[src/rtl/serial_receiver_pkg.sv]
// Shared constants for the one-bit-per-clock serial link (receiver and transmitter).
package serial_receiver_pkg;

  typedef enum logic [1:0] {
    StResync = 2'd0,
    StIdle   = 2'd1,
    StData   = 2'd2,
    StStop   = 2'd3
  } rx_state_e;

  localparam logic START_BIT = 1'b1;
  localparam logic STOP_BIT  = 1'b0;
  localparam logic IDLE_LVL  = 1'b0;

endpackage

[src/rtl/serial_receiver_if.sv]
// Receiver-side bundle: serial line in, valid/ready word out, error flags.
interface serial_receiver_if #(
  parameter int unsigned DATA_W = 8
);
  logic              rxd;
  logic [DATA_W-1:0] rx_data;
  logic              rx_valid;
  logic              rx_ready;
  logic              frame_err;
  logic              overrun;
  logic              busy;

  // Receiver side
  modport slave (
    input  rxd,
    input  rx_ready,
    output rx_data,
    output rx_valid,
    output frame_err,
    output overrun,
    output busy
  );

  // Line driver / consumer side
  modport master (
    output rxd,
    output rx_ready,
    input  rx_data,
    input  rx_valid,
    input  frame_err,
    input  overrun,
    input  busy
  );
endinterface

[src/rtl/serial_receiver_bit_sync.sv]
// Two-flop synchronizer for a single bit, reset to 0.
module serial_receiver_bit_sync (
  input  logic clk,
  input  logic rst_n,
  input  logic i_d,
  output logic o_q
);

  logic r_meta;
  logic r_sync;

  // Two-stage capture of the asynchronous input
  always_ff @(posedge clk or negedge rst_n) begin
    if (!rst_n) begin
      r_meta <= 1'b0;
      r_sync <= 1'b0;
    end else begin
      r_meta <= i_d;
      r_sync <= r_meta;
    end
  end

  assign o_q = r_sync;

endmodule

[src/rtl/serial_receiver.sv]
// Serial link receiver: start bit 1, DATA_W data bits LSB first, stop bit 0.
// Optional macro RXD_SYNC_EN inserts a 2-flop synchronizer on rxd (+2 cycles latency).
module serial_receiver #(
  parameter int unsigned DATA_W = 8
) (
  input logic              clk,
  input logic              rst_n,
  serial_receiver_if.slave bus
);
  import serial_receiver_pkg::*;

  localparam int unsigned CntW = $clog2(DATA_W);
  localparam logic [CntW-1:0] LastCnt = CntW'(DATA_W - 1);

  rx_state_e         r_state;
  logic [CntW-1:0]   r_bit_cnt;
  logic [DATA_W-1:0] r_shreg;
  logic [DATA_W-1:0] r_rx_data;
  logic              r_rx_valid;
  logic              r_frame_err;
  logic              r_overrun;
  logic              w_bit;
  logic              w_good;
  logic              w_bad;

`ifdef RXD_SYNC_EN
  serial_receiver_bit_sync u_bit_sync (
    .clk   (clk),
    .rst_n (rst_n),
    .i_d   (bus.rxd),
    .o_q   (w_bit)
  );
`else
  assign w_bit = bus.rxd;
`endif

  // Stop-bit outcome; the shift register already holds the full word in StStop
  assign w_good = (r_state == StStop) && (w_bit == STOP_BIT);
  assign w_bad  = (r_state == StStop) && (w_bit != STOP_BIT);

  // Frame FSM and data shift register
  always_ff @(posedge clk or negedge rst_n) begin
    if (!rst_n) begin
      r_state   <= StResync;
      r_bit_cnt <= '0;
      r_shreg   <= '0;
    end else begin
      case (r_state)
        // Wait for the idle level so a mid-frame reset/error cannot fake a start bit
        StResync: if (w_bit == IDLE_LVL) r_state <= StIdle;
        StIdle: begin
          if (w_bit == START_BIT) begin
            r_state   <= StData;
            r_bit_cnt <= '0;
          end
        end
        StData: begin
          r_shreg[r_bit_cnt] <= w_bit;
          if (r_bit_cnt == LastCnt) r_state <= StStop;
          else                      r_bit_cnt <= r_bit_cnt + CntW'(1);
        end
        StStop:   r_state <= w_good ? StIdle : StResync;
        default:  r_state <= StResync;
      endcase
    end
  end

  // Output word register with valid/ready handshake, plus one-cycle error pulses
  always_ff @(posedge clk or negedge rst_n) begin
    if (!rst_n) begin
      r_rx_data   <= '0;
      r_rx_valid  <= 1'b0;
      r_frame_err <= 1'b0;
      r_overrun   <= 1'b0;
    end else begin
      r_frame_err <= w_bad;
      r_overrun   <= 1'b0;
      if (w_good) begin
        if (!r_rx_valid || bus.rx_ready) begin
          r_rx_data  <= r_shreg;
          r_rx_valid <= 1'b1;
        end else begin
          // Consumer stalled: keep the old word, drop the new one
          r_overrun <= 1'b1;
        end
      end else if (r_rx_valid && bus.rx_ready) begin
        r_rx_valid <= 1'b0;
      end
    end
  end

  assign bus.rx_data   = r_rx_data;
  assign bus.rx_valid  = r_rx_valid;
  assign bus.frame_err = r_frame_err;
  assign bus.overrun   = r_overrun;
  assign bus.busy      = (r_state != StIdle);

endmodule

[src/flat_wrapper.sv]
// flat-port wrapper written by rule: the top's interface ports become plain ports
module serial_receiver_flat import serial_receiver_pkg::*;
#(
  parameter int unsigned DATA_W = 8
)
  (clk, rst_n, bus_rxd, bus_rx_ready, bus_rx_data, bus_rx_valid, bus_frame_err, bus_overrun, bus_busy);
  serial_receiver_if #(.DATA_W(DATA_W)) bus_i ();
  input logic clk;
  input logic rst_n;
  input wire logic [$bits(bus_i.rxd)-1:0] bus_rxd;
  input wire logic [$bits(bus_i.rx_ready)-1:0] bus_rx_ready;
  output wire logic [$bits(bus_i.rx_data)-1:0] bus_rx_data;
  output wire logic [$bits(bus_i.rx_valid)-1:0] bus_rx_valid;
  output wire logic [$bits(bus_i.frame_err)-1:0] bus_frame_err;
  output wire logic [$bits(bus_i.overrun)-1:0] bus_overrun;
  output wire logic [$bits(bus_i.busy)-1:0] bus_busy;
  assign bus_i.rxd = bus_rxd;
  assign bus_i.rx_ready = bus_rx_ready;
  assign bus_rx_data = bus_i.rx_data;
  assign bus_rx_valid = bus_i.rx_valid;
  assign bus_frame_err = bus_i.frame_err;
  assign bus_overrun = bus_i.overrun;
  assign bus_busy = bus_i.busy;
  serial_receiver #(.DATA_W(DATA_W)) u_core (.clk(clk), .rst_n(rst_n), .bus(bus_i));
endmodule
[config.mk]
export PLATFORM = sky130hd
export DESIGN_NAME = serial_receiver_flat
export DESIGN_NICKNAME = d
export VERILOG_FILES = /design/src/rtl/serial_receiver_pkg.sv /design/src/rtl/serial_receiver_if.sv /design/src/rtl/serial_receiver_bit_sync.sv /design/src/rtl/serial_receiver.sv /design/src/flat_wrapper.sv
export SDC_FILE = /design/constraint.sdc
export NUM_CORES = 1
export LEC_CHECK = 0
export CORE_UTILIZATION = 40
export CTS_CLUSTER_DIAMETER = 100
export CTS_CLUSTER_SIZE = 16
export DETAILED_ROUTE_END_ITERATION = 10
export PLACE_DENSITY = 0.7
export SETUP_SLACK_MARGIN = 0.02
export SKIP_CTS_REPAIR_TIMING = 1
export SLEW_MARGIN = 20
export SYNTH_ARGS = -nofsm -noshare
export SYNTH_HDL_FRONTEND = slang
export SYNTH_SLANG_ARGS = --single-unit
[constraint.sdc]
create_clock -name clk -period 4.1 [get_ports clk]
set_input_delay 0.82 -clock clk [delete_from_list [all_inputs] [get_ports clk]]
set_output_delay 0.82 -clock clk [all_outputs]
set_load 0.02 [all_outputs]
==> results of run 1 <==
-- worst reg2reg max path: stages, from the launching register on --
cell	delay (ns)
dfrtp_1	0.43
inv_1	0.15
ha_1	0.49
nand2b_4	0.12
nor3_1	0.22
mux2_1	0.35
-- per-stage QoR --
| stage | setup slack, ns | hold WS [ns] | instances | util |
|---|---|---|---|---|
| 2_1_floorplan | 2.45 | 0.458 | 94 | - |
| 6_report | 1.55 | 0.464 | 139 | 0.500 |
| 3_3_place_gp | 1.69 | 0.476 | 135 | 0.489 |
| 4_1_cts | 1.53 | 0.514 | 139 | 0.502 |
| 3_5_place_dp | 1.65 | 0.486 | 135 | 0.489 |
| 5_1_grt | 1.45 | 0.478 | 139 | 0.500 |
-- state kept, by name (all words and copies together) (netlist names) --
name and count:
u_core.bus.overrun 1, u_core.r_shreg 8, u_core.r_bit_cnt 3, u_core.bus.frame_err 1, u_core.bus.rx_data 8, u_core.r_state 2, u_core.bus.rx_valid 1
-- synthesized netlist by cell type --
cell type  count
a21oi_1        1
buf_2          3
a32oi_1        2
buf_4          1
nand4b_1       2
mux2i_1        2
nor3b_1        1
nand2b_4       3
nor3b_2        2
nand2_1        4
dfrtp_1       24
o21bai_1       1
or2_1          1
buf_6          1
and2_1         1
nor3_1         1
nand4_1        1
nand2b_1       3
a31o_1         1
nor2_1         3
mux2_1         8
mux2_4         8
o211ai_1       2
and2b_1        1
nand3_1        2
a22o_1         2
nor2b_1        1
inv_1          3
o21ai_1        2
ha_1           7
-- path summary, 6_finish.rpt --
path / startpoint / endpoint / cells past startpoint
hold / removal: rst_n / u_core.bus.frame_err / 1
setup reg to reg: u_core.r_state[0] / u_core.r_shreg[0] / 5
max in group asynchronous: rst_n / u_core.bus.rx_data[4] / 1
setup / recovery: u_core.r_state[1] / bus_busy / 4
min in group clk: u_core.r_shreg[2] / u_core.r_shreg[2] / 1
hold reg to reg: u_core.r_shreg[2] / u_core.r_shreg[2] / 1
-- final cells by class --
type | count | area (um2)
fillers | 264 | 1410
repair buffers | 15 | 145
well taps | 31 | 38.8
flip-flops and latches | 24 | 601
clock buffers | 4 | 36.3
multi-input cells | 62 | 583
inverters | 3 | 11.3
-- power breakdown --
group / internal [W] / switching [W]
logic: 0.000269 / 0.000228
clock network: 0.0000542 / 0.0000659
registers: 0.000337 / 0.0000812
total: 0.000661 / 0.000375
-- per-layer routing --
layer / part of all wire / wire [um] / GRT usage
met5: 0 / 0 / 0
met4: 0.0093 / 17 / 0.0418
met3: 0.039 / 72 / 0.0408
met2: 0.50 / 920 / 0.226
met1: 0.45 / 816 / 0.147
-- cell families after synthesis --
group           count (synthesis)  synth area share
compound gates                 11            0.0662
flops                          24             0.489
fa+ha+maj                       7            0.0713
mux                            18             0.187
buf+inv                         8            0.0367
simple gates                   26             0.150
==> reports/results.txt, run 1 <==
Fmax = 0.392 GHz
Initial antenna violation count = 0
Synth top area share = 0.489
Final setup viols = 0
Die Height = 57.4 um
TritonRoute pass-1 iters = 6
Crit path top cell by count = inv_1
First-pass GRT wire length = 3.19 mm
Area grow syn2layout = 15.2%
Final number of max-transition violations = 0
CP Max Fanout = 5
Final Hold Viols = 0
Crit path buffers/inverters = 3
PwrDens = 732 nW/um2
Post-Syn Nets = 105
Reg-to-reg slack, setup = 2.24 ns
Starting DRT DRC Count = 13
Seq/Total Area, Yosys = 0.489
Vias in the first global route = 747
CP max stage delay = 0.59 ns
Starting density of the core = 0.434
Mapped Area = 1230 um2
Max-cap violations = 0
Violated checks = design-rule violations
#FFs+latches synth = 24
Crit. End Element = output port
Final ANT Viol Nets = 0
Most frequent cells in the layout = dfrtp_1 (24), clkdlybuf4s50_1 (14), mux2_4 (8), mux2_1 (8), ha_1 (7)
Clock-pin transition on the worst setup and hold timing paths = 0.12 ns
RePlAce Congestion = 0.694
Most common cell after layout, fill and taps aside = dfrtp_1
CTS buffer count = 3
CP max-delay cell = clkdlybuf4s50_1
Diode count = 0
Largest net degree at the start of global routing = 25
Unique masters post-synth = 30
Grt ovf = 0
IO Count = 16
CP arrival = 1.73 ns
Worst vdd ir = 404 uV
Site row count = 19
Setup tns final = 0 ns
Core ar. = 2830 um2
Unrepaired setup endpoints after global routing = no
Worst hold path class = in2async
All-Layer GR Usage = 0.129
Dominant cells by area after synthesis = dfrtp_1 (49%), mux2_4 (9.8%), mux2_1 (7.3%), ha_1 (7.1%), nand2b_4 (3.4%)
Share of cells above drive strength 1 = 0.167
Crit path cell chain = inv_1, ha_1, inv_1, clkdlybuf4s50_1
Via density = 5.33
H-tree levels = 1
Worst relative slew slack = 0.659
Warnings, synthesis = 0
Synth area leader = dfrtp_1
Nets = 120
# DRC = 1
Critical path data required time = 3.28 ns
DR vias = 741
Top Family by Delay on Critical Path = buffers and inverters
CTS Root Cell = clkbuf_4
Total die area = 3300 um2
Wire per inst = 13.1 um
Worst Skew = 0.00521 ns
Mean post-synth cell area = 13.1 um2
Type of origin of the critical path = flip-flop
Minimum clock period = 2.55 ns
Post-route cell area = 1420 um2
Mapped Cells = 94
Worst-Margin Slew = 0.512 ns
Sinks on Clock Net = 24
Area after DPL = 1380 um2
Clock buffer depth = 2
Status = finished with violations
Kind of critical path = reg2out
CTS tree = yes
Tot Pwr = 0.00104 W
Die width = 57.4 um
Clock Latency Late Sink = 0.31 ns
Leakage power = 0.657 nW
Tcrit/Tclk final = 0.622
Total wire length = 1.83 mm
# port buffers = 15
Hpwl dp = 1.35 mm
No activity file was read; power rests on OpenSTA's default activity.
==> run 2: changes to the inputs <==
PLACE_DENSITY = 0.72   (was 0.7)
clock period = 2.2 ns   (was 4.1 ns; I/O delays follow)
==> run 2 against run 1 <==
  * The flow still finishes with violations (design-rule violations)
  * Clock power increased by 88%
  * Critical path depth increased by 1
  * First-iteration DRC count decreased by 46%
  * Power increased by 88%
  * Count of clock-buffer cells in the layout unchanged
  * Global-route usage increased by 0.15 points
==> reports/results.txt, run 2 (synthesized netlist as in run 1, its figures left out) <==
Status = finished with violations
Violated checks = design-rule violations
Largest net degree at the start of global routing = 25
Clock Latency Late Sink = 0.31 ns
DR vias = 726
Max-cap violations = 0
Area after DPL = 1400 um2
Diode count = 0
Setup tns final = 0 ns
Minimum clock period = 1.80 ns
CP max-delay cell = ha_1
CP arrival = 2.00 ns
# DRC = 1
Crit path buffers/inverters = 1
RePlAce Congestion = 0.725
Clock buffer depth = 2
Final standard cell utilization of the core = 0.511
Clock-pin transition on the worst setup and hold timing paths = 0.13 ns
Die Height = 57.4 um
Worst relative slew slack = 0.687
Sinks on Clock Net = 24
Placed insts = 137
Nets = 123
Type of origin of the critical path = flip-flop
PwrDens = 1350 nW/um2
# port buffers = 15
Final number of max-transition violations = 0
Tcrit/Tclk final = 0.816
First-pass GRT wire length = 3.30 mm
Unrepaired setup endpoints after global routing = no
Crit. End Element = flip-flop
Final setup viols = 0
Starting DRT DRC Count = 7
Post-route cell area = 1450 um2
Initial antenna violation count = 0
CP max stage delay = 0.47 ns
Hpwl dp = 1.39 mm
CTS tree = yes
Grt ovf = 0
Final ANT Viol Nets = 0
TritonRoute pass-1 iters = 6
Multi-input gate area = 583 um2
Final Hold Viols = 0
Share of cells above drive strength 1 = 0.180
H-tree levels = 1
Die width = 57.4 um
Worst vdd ir = 565 uV
Kind of critical path = reg2reg
Most frequent cells in the layout = dfrtp_1 (24), clkdlybuf4s50_1 (14), mux2_4 (8), mux2_1 (8), ha_1 (7)
Site row count = 19
Total die area = 3300 um2
FF/Latch Area = 601 um2
Via density = 5.11
Leakage power = 0.678 nW
Worst Skew = 0.00477 ns
Crit path cell chain = inv_1, ha_1, nand2b_4, nor3b_2, mux2_1
Area grow syn2layout = 17.6%
All-Layer GR Usage = 0.130
Most common cell after layout, fill and taps aside = dfrtp_1
Total wire length = 1.80 mm
Wire per inst = 12.7 um
CTS buffer count = 3
Fill cell count = 250
Worst hold path class = in2async
Starting density of the core = 0.434
Critical path data required time = 2.41 ns
CTS Root Cell = clkbuf_4
IO Count = 16
Filler-free cell count of the finished design = 142
Fmax = 0.557 GHz
Vias in the first global route = 752
Top Family by Delay on Critical Path = adder cells
Worst-Margin Slew = 0.470 ns
Core ar. = 2830 um2
CP Max Fanout = 12
WHS = 0.460 ns
run 2: cell types whose count changed in the layout (fill, tap and decap cells not counted):
cell	change
buf_2	-1
buf_4	+3
dlymetal6s2s_1	+1
run 2: path summary, 6_finish.rpt:
path,start,slack (ns),depth (start not counted),end
worst max-delay path,u_core.r_state[0],0.40,5,u_core.r_shreg[2]
worst min-delay path,rst_n,0.46,2,u_core.bus.rx_data[6]
worst max register to register,u_core.r_state[0],0.40,5,u_core.r_shreg[2]
worst min register to register,u_core.r_shreg[0],0.50,1,u_core.r_shreg[0]
max in group asynchronous,rst_n,1.52,2,u_core.bus.rx_data[3]
min in group clk,u_core.r_shreg[0],0.50,1,u_core.r_shreg[0]
run 2: power by group:
group,leakage [nW],internal [W],switching (W)
clock,0.0210,0.000101,0.000125
combinational,0.355,0.000514,0.000429
sequential,0.301,0.000628,0.000148
total,0.678,0.00124,0.000702
run 2: worst reg2reg max path, stage by stage, from the launching register on:
cell	delay, ns
dfrtp_1	0.42
inv_1	0.15
ha_1	0.47
nand2b_4	0.11
nor3b_2	0.21
mux2_1	0.33
run 2: stage by stage:
step,total power (W),worst slack (ns)
CTS,0.00196,0.000928
global route,0.00209,0.249
global placement,0.00169,0.377
floorplan,0.00145,0.750
finish,0.00195,0.404
detailed placement,0.00174,0.289
run 2: cell type report:
class | instances | area share
Clock buffer | 4 | 0.0251
Inverter | 3 | 0.00779
Multi-Input combinational cell | 62 | 0.403
Sequential cell | 24 | 0.416
Tap cell | 31 | 0.0268
Timing Repair Buffer | 18 | 0.121
run 2: routing by layer:
metal,vias to the layer above,routed length [um],GRT usage
met1,347,877,0.165
met3,2,50,0.0204
met5,-,0,0
li1,368,-,-
met4,0,19,0.0523
met2,9,855,0.221
==> run 3: changes to the inputs <==
PLACE_DENSITY = 0.7   (was 0.72)
clock period = 1.87 ns   (was 2.2 ns; I/O delays follow)
==> run 3 against run 2 <==
  * The run still ends with design-rule violations left
  * Combinational power increased by 22%
  * Register-to-register slack got worse by 0.13 ns
  * Clock skew increased by 0.00065 ns
  * Critical path depth down 1
  * Worst hold slack worse by 0.061 ns
  * Non-clock buffer count increased by 2
  * Cell count grew 1.4%
  * Core utilization rose by 1.2 points
  * Largest cell class unchanged
  * Largest power group unchanged
==> reports/results.txt, run 3 (synthesized netlist as in run 1, its figures left out) <==
Status = finished with violations
Violated checks = design-rule violations
Tot Pwr = 0.00243 W
Setup tns final = 0 ns
Tcrit/Tclk final = 0.933
# port buffers = 15
Worst vdd ir = 993 uV
Worst reg2reg path startpoint = u_core.r_state[0]
Reg-to-reg slack, setup = 0.27 ns
Die Height = 57.4 um
CTS tree = yes
Via density = 5.30
Critical Path Source = u_core.r_state[1]
End point of the critical path = bus_busy
Final ANT Viol Nets = 0
Final Hold Viols = 0
Sinks on Clock Net = 24
Crit. End Element = output port
Final worst slack = 0.126 ns
Largest net degree at the start of global routing = 25
TritonRoute pass-1 iters = 6
Clock buffer depth = 2
Vias in the first global route = 806
Site row count = 19
Total die area = 3300 um2
Placed insts = 140
CTS buffer count = 3
Minimum clock period = 1.74 ns
Worst Skew = 0.00541 ns
Most common cell after layout, fill and taps aside = dfrtp_1
All-Layer GR Usage = 0.147
Kind of critical path = reg2out
Starting DRT DRC Count = 7
PwrDens = 1640 nW/um2
H-tree levels = 1
First-pass GRT wire length = 3.70 mm
RePlAce Congestion = 0.719
Type of origin of the critical path = flip-flop
Max-cap violations = 0
Hpwl dp = 1.50 mm
Dpl ws = 0.101 ns
Most frequent cells in the layout = dfrtp_1 (24), clkdlybuf4s50_1 (14), mux2_4 (8), mux2_1 (8), ha_1 (6)
Nets = 125
Starting density of the core = 0.434
Filler-free cell count of the finished design = 144
Final setup viols = 0
IO Count = 16
Wire per inst = 14.0 um
DR vias = 763
Final number of max-transition violations = 0
Clock Latency Late Sink = 0.32 ns
Leakage power = 0.693 nW
Critical path data required time = 1.50 ns
Reg-to-reg endpoint = u_core.r_shreg[5]
Core ar. = 2830 um2
Fmax = 0.573 GHz
# DRC = 1
CP arrival = 1.37 ns
Worst hold path class = in2async
Area grow syn2layout = 20.4%
Worst relative slew slack = 0.772
Unrepaired setup endpoints after global routing = no
CTS Root Cell = clkbuf_4
Grt ovf = 0
Diode count = 0
CP Max Fanout = 5
Die width = 57.4 um
Initial antenna violation count = 0
WHS = 0.399 ns
Clock-pin transition on the worst setup and hold timing paths = 0.13 ns
FF-to-FF path depth = 5
Total wire length = 2.02 mm
Worst-Margin Slew = 0.333 ns
Share of cells above drive strength 1 = 0.204
run 3: cell types whose count changed in the layout (fill, tap and decap cells not counted):
cell,delta
clkbuf_8,-1
ha_2,+1
buf_4,+2
bufinv_16,+1
ha_1,-1
run 3: worst min-delay path by stage:
stage | slack [ns] | end | cells after the start
after floorplan | 0.08 | u_core.bus.frame_err | 0
after detailed placement | 0.48 | u_core.r_shreg[6] | 1
final | 0.40 | u_core.r_shreg[1] | 2
after global placement | 0.47 | u_core.r_shreg[4] | 1
after global routing | 0.41 | u_core.bus.rx_data[2] | 2
after CTS | 0.41 | u_core.bus.rx_data[6] | 2
run 3: cell type report:
| type | instances | area, um2 |
|---|---|---|
| well taps | 31 | 38.8 |
| fillers | 242 | 1350 |
| clock buffers | 3 | 22.5 |
| flip-flops and latches | 24 | 601 |
| clock inverters | 1 | 30.0 |
| multi-input cells | 62 | 586 |
| inverters | 3 | 11.3 |
| repair buffers | 20 | 190 |
run 3: power by group:
part           internal [W]  leakage (nW)  switching [W]  total (W)
Clock              0.000217        0.0279       0.000159   0.000376
Sequential         0.000739         0.301       0.000166   0.000905
Combinational      0.000613         0.364       0.000533    0.00115
Total               0.00157         0.693       0.000857    0.00243
run 3: layer usage:
metal,vias up,wire length [um],GRT usage
met5,-,0,0
met4,0,23,0.0523
met3,2,72,0.0476
met2,12,1050,0.246
met1,383,874,0.177
li1,366,-,-
run 3: stage by stage:
stage               utilization  cell area [um2]
floorplan                     -             1230
global placement          0.502             1420
detailed placement        0.502             1420
CTS                       0.521             1470
global route              0.523             1480
finish                    0.523             1480
run 3: worst max-delay path, cell delays in order (launching register included):
cell and delay (ns):
dfrtp_1 0.44, inv_1 0.13, ha_2 0.23, inv_1 0.04, dlymetal6s2s_1 0.20
